### config.mk
export PLATFORM = sky130hd
export DESIGN_NAME = program_counter_ras
export DESIGN_NICKNAME = d
export VERILOG_FILES = /design/src/rtl/program_counter_ras.sv
export SDC_FILE = /design/constraint.sdc
export NUM_CORES = 1
export LEC_CHECK = 0
export CELL_PAD_IN_SITES_DETAIL_PLACEMENT = 0
export CELL_PAD_IN_SITES_GLOBAL_PLACEMENT = 1
export CORE_MARGIN = 4
export CORE_UTILIZATION = 40
export CTS_CLUSTER_DIAMETER = 80
export DETAILED_ROUTE_END_ITERATION = 10
export MAX_ROUTING_LAYER = met4
export PLACE_DENSITY_LB_ADDON = 0.25
export SYNTH_ARGS = -nofsm -noshare
export SYNTH_HDL_FRONTEND = slang
export SYNTH_SLANG_ARGS = --single-unit
### constraint.sdc
create_clock -name clock -period 16.05 [get_ports clock]
set_input_delay 3.21 -clock clock [delete_from_list [all_inputs] [get_ports clock]]
set_output_delay 3.21 -clock clock [all_outputs]
set_load 0.03 [all_outputs]
### src/rtl/program_counter_ras.sv
// LEGv8 program counter with stall, trap redirect and a circular return-address stack.
// Next PC priority: trap, stall, pop (RAS or absolute fallback), then the PS select.
module program_counter_ras #(
    parameter int                 WIDTH        = 64,
    parameter int                 INC          = 4,
    parameter logic [WIDTH-1:0]   RESET_VECTOR = '0,
    parameter logic [WIDTH-1:0]   TRAP_VECTOR  = WIDTH'(64'h80),
    parameter int                 RAS_DEPTH    = 4
) (
    input  logic             clock,
    input  logic             reset,
    input  logic [1:0]       PS,
    input  logic [WIDTH-1:0] in,
    input  logic             stall,
    input  logic             trap,
    input  logic             push,
    input  logic             pop,
    output logic [WIDTH-1:0] PC,
    output logic [WIDTH-1:0] PC4,
    output logic [WIDTH-1:0] ras_top,
    output logic             ras_empty,
    output logic             ras_full,
    output logic             ras_miss
);

    localparam int PTR_W = $clog2(RAS_DEPTH);
    localparam int CNT_W = PTR_W + 1;

    typedef enum logic [1:0] {
        PS_HOLD = 2'b00,
        PS_ABS  = 2'b01,
        PS_SEQ  = 2'b10,
        PS_REL  = 2'b11
    } ps_e;

    logic [WIDTH-1:0] pc_q, pc_d;
    logic [PTR_W-1:0] ptr_q, ptr_d;
    logic [CNT_W-1:0] count_q, count_d;
    logic             miss_q, miss_d;
    logic [WIDTH-1:0] ras_mem_q [RAS_DEPTH];
    logic [WIDTH-1:0] ras_mem_d [RAS_DEPTH];

    logic [WIDTH-1:0] pc4;
    logic [WIDTH-1:0] rel;
    logic [WIDTH-1:0] top;
    logic             empty;
    logic             full;
    logic [PTR_W-1:0] ptr_inc;
    logic [PTR_W-1:0] ptr_dec;

    assign pc4     = pc_q + WIDTH'(INC);
    assign rel     = pc4 + {in[WIDTH-3:0], 2'b00};
    assign empty   = (count_q == '0);
    assign full    = (count_q == CNT_W'(RAS_DEPTH));
    assign top     = empty ? '0 : ras_mem_q[ptr_q];
    assign ptr_inc = ptr_q + PTR_W'(1);
    assign ptr_dec = ptr_q - PTR_W'(1);

    always_comb begin
        pc_d      = pc_q;
        ptr_d     = ptr_q;
        count_d   = count_q;
        miss_d    = 1'b0;
        ras_mem_d = ras_mem_q;

        if (trap) begin
            pc_d = TRAP_VECTOR;
        end else if (!stall) begin
            if (pop) begin
                if (empty) begin
                    pc_d   = in;
                    miss_d = 1'b1;
                end else begin
                    pc_d = top;
                end
            end else begin
                unique case (ps_e'(PS))
                    PS_HOLD: pc_d = pc_q;
                    PS_ABS:  pc_d = in;
                    PS_SEQ:  pc_d = pc4;
                    PS_REL:  pc_d = rel;
                    default: pc_d = pc_q;
                endcase
            end

            // A push+pop on a live stack swaps the top in place; an empty pop behaves as no pop.
            if (push && pop && !empty) begin
                ras_mem_d[ptr_q] = pc4;
            end else if (push) begin
                ptr_d            = ptr_inc;
                ras_mem_d[ptr_inc] = pc4;
                if (!full) begin
                    count_d = count_q + CNT_W'(1);
                end
            end else if (pop && !empty) begin
                ptr_d   = ptr_dec;
                count_d = count_q - CNT_W'(1);
            end
        end
    end

    always_ff @(posedge clock or posedge reset) begin
        if (reset) begin
            pc_q    <= RESET_VECTOR;
            ptr_q   <= '0;
            count_q <= '0;
            miss_q  <= 1'b0;
            for (int i = 0; i < RAS_DEPTH; i++) begin
                ras_mem_q[i] <= '0;
            end
        end else begin
            pc_q      <= pc_d;
            ptr_q     <= ptr_d;
            count_q   <= count_d;
            miss_q    <= miss_d;
            ras_mem_q <= ras_mem_d;
        end
    end

    assign PC        = pc_q;
    assign PC4       = pc4;
    assign ras_top   = top;
    assign ras_empty = empty;
    assign ras_full  = full;
    assign ras_miss  = miss_q;

endmodule

==> key figures <==
Outcome
  • Outcome: completed

STA
  • Min Hold Slack: 0.508 ns
  • RSZ-0062 raised after global routing: no
  • Final setup vio count: 0
  • Pins Over Slew Limit: 0
  • Final critical-path required period: 8.07 ns
  • Worst-Margin Slew: 1.14 ns
  • PnR worst setup slack: 7.98 ns
  • FMAX: 124 MHz
  • Final Cycle Share: 50.3%
  • Slew HR: 23.8%
  • Fin. Hold Viols: 0
  • Setup TNS: 0 ns
  • Clk_skew: 0.0270 ns

Layout
  • Commonest non-fill, non-tap cell in the layout: nor2_1
  • Most frequent cells in the layout: nor2_1 (360), a21oi_1 (358), dfrtp_1 (324)
  • # fillers: 4,810
  • Layout cells sized above 1: 8.38%
  • Fin util: 49.3%
  • P&R area growth vs syn: 22.3%
  • Final #Nets: 2,595

Global routing
  • First-pass GRT wire length: 112 mm
  • Number of global-route vias before repair: 18,000
  • Antenna violations before repair: 3
  • All-Layer GR Usage: 27.7%
  • GRT overflow: 0
  • Largest net degree at the start of global routing: 122

Synthesis
  • Yosys warning count: 0
  • Syn_nets: 2,404
  • Top-area cell type share of the netlist area: 40.4%
  • Ys async rst share: 100%
  • Gate Count Post-Synth: 2,252
  • Seq/Total Area, Yosys: 40.4%
  • Syn avg cell area: 8.97 µm²
  • Cell area after synthesis: 0.0202 mm²
  • Top FF cell, synth: dfrtp_1
  • Post-synth EDFFs: 0
  • Largest cells by area after synthesis: dfrtp_1 (40%), a21oi_1 (9.0%), mux4_2 (7.1%)
  • Post-synth cell types: 76
  • Yosys reg bits: 326
  • Largest area contributor in the netlist: dfrtp_1

Routing
  • Drt first pass iters: 8
  • Routed len/inst: 23.6 µm
  • Routed Antenna Nets: 0
  • WL met3: 4.32 mm
  • Final wirelength: 74.2 mm
  • Routed vias/inst: 5.81
  • Top sig layer: met4
  • Met2 WL: 34.4 mm
  • Drt drc: 0
  • DR iter-0 viols: 1,692
  • Met1 WL: 33.2 mm
  • Total vias in the final route: 18,300

Place
  • Final GP Congestion: 0.951
  • Post-DP HPWL: 53.3 mm
  • IO buf count: 266
  • DP Worst Slack: 8.68 ns

Clock network
  • CTS Buf Count: 39
  • CTS tree: yes
  • Worst-Skew Late Latency: 0.58 ns
  • Worst-path clk slew: 0.06 ns
  • Post-cts sizing count: 0
  • Root Driver: clkbuf_16
  • Setup repair bufs after CTS: 0
  • Clk sinks: 326
  • Longest Clk Path Bufs: 3
  • H-tree depth: 2
  • Cts hold-fix bufs: 0

Worst setup path
  • FF-to-FF End: PC[55]
  • Critical-path maximum fanout: 8
  • CP startpoint: PC[2]
  • Crit path max-delay cell type: nor4_4
  • CP Capture Type: output pin
  • Arrival time worst endpoint: 4.86 ns
  • Reg2reg path depth: 18
  • Worst EP required: 12.84 ns
  • Slowest stage delay, CP: 0.69 ns
  • Crit path kind: register to output pin
  • RR Startpoint: PC[2]
  • Flop2flop setup slack: 9.64 ns
  • Ordered cell list for the critical path: ha_1, nand3_1, nor4_4, nand3_1, nor3_2, nand2_1, xor2_1, inv_1, clkdlybuf4s50_1
  • Crit start category: register
  • Crit path to: PC4[62]
  • Most used cell, CP: nand3_1

Pwr
  • Leakage: 10.5 nW
  • Power Dens Cells: 205 mW/mm²
  • VDD IR max: 0.128 mV

Floorplanning
  • Die Wd: 233 µm
  • Die height: 233 µm
  • Row count: 82
  • Area of the die: 0.0542 mm²
  • I/O Pins: 267
  • Starting density of the core: 40.3%
  • Core Region: 0.0501 mm²

Hold path
  • Hold Path Class: register to register

Job
  • Max-Cap Viols: 0
[logic make-up after synthesis]
family / synth area share (%)
multiplexers: 8.25
XOR/XNOR: 5.16
flip-flops: 40.4
AO/OA/AOI/OAI: 20.3
buffers and inverters: 4.65
adder cells (fa/ha/maj): 5.03
AND/OR/NAND/NOR: 16.3
[routing by layer]
layer	track usage (%)	up-vias
li1	-	8398
met1	38.5	9099
met2	42.5	664
met3	3.39	124
met4	9.19	0
met5	-	-
[critical path, delay by kind of cell (launching register included)]
family        cells  cell delay, ns
simple gates      5            2.20
buf+inv           2            0.87
flops             1            0.50
xor+xnor          1            0.47
fa+ha+maj         1            0.23
[flip-flops by register name, indices dropped and copies added (netlist names)]
| register | flops |
|---|---|
| ras_miss | 1 |
| ptr_q | 2 |
| count_q | 3 |
| PC | 64 |
| ras_mem_q | 256 |
[per-stage QoR]
stage / total power (W) / instances / cell area, µm²
3_5_place_dp: 0.00417 / 3074 / 23400
3_3_place_gp: 0.00412 / 3074 / 23400
4_1_cts: 0.00507 / 3143 / 24700
6_report: 0.00505 / 3146 / 24700
5_1_grt: 0.00535 / 3146 / 24700
2_1_floorplan: 0.00316 / 2252 / 20200
[layout make-up]
type,instances,area [µm²],area share [%]
multi-input cells,1683,11200,45.2
flip-flops and latches,326,8160,33.0
repair buffers,292,2860,11.6
clock buffers,55,1150,4.65
well taps,672,841,3.40
inverters,101,387,1.57
clock inverters,14,124,0.502
diodes,3,7.51,0.0304
[synthesized netlist by cell type (3+ instances only)]
cell	number
dfrtp_1	326
o21a_1	9
or3_1	8
nor2b_1	8
and2_1	68
o21ai_1	8
o211ai_1	17
a22oi_1	3
a21boi_0	5
buf_1	4
a21oi_1	363
buf_2	15
nand2b_1	11
a31oi_1	11
o21ai_0	90
o21bai_1	11
a311oi_1	3
a21o_1	23
mux2i_1	3
o221ai_1	42
ha_1	78
mux4_2	64
inv_1	100
and3_1	17
nor4_1	4
nand2_1	138
nor3_1	18
or2_2	6
clkbuf_1	120
xnor2_1	69
o31ai_1	9
a222oi_1	12
a211oi_1	30
o22ai_1	11
mux2_2	16
o211a_1	3
xor2_1	50
nand3_1	38
nor2_1	361
nand4_1	27
and4_1	6
[power breakdown]
group / switching (W) / internal, W
sequential: 0.000272 / 0.00118
clock: 0.000363 / 0.000516
combinational: 0.00157 / 0.00114
[how the worst min path moves through the flow]
| stage | from | to | slack (ns) | cells past startpoint |
|---|---|---|---|---|
| 6_report | ras_mem_q[65] | ras_mem_q[65] | 0.51 | 1 |
| 5_1_grt | ras_mem_q[1] | ras_mem_q[1] | 0.52 | 1 |
| 4_1_cts | ras_mem_q[2] | ras_mem_q[2] | 0.51 | 1 |
| 3_5_place_dp | ras_mem_q[2] | ras_mem_q[2] | 0.49 | 1 |
| 3_3_place_gp | count_q[2] | count_q[2] | 0.47 | 1 |
| 2_1_floorplan | count_q[2] | count_q[2] | 0.45 | 1 |
No activity file was read; power rests on OpenSTA's default activity.
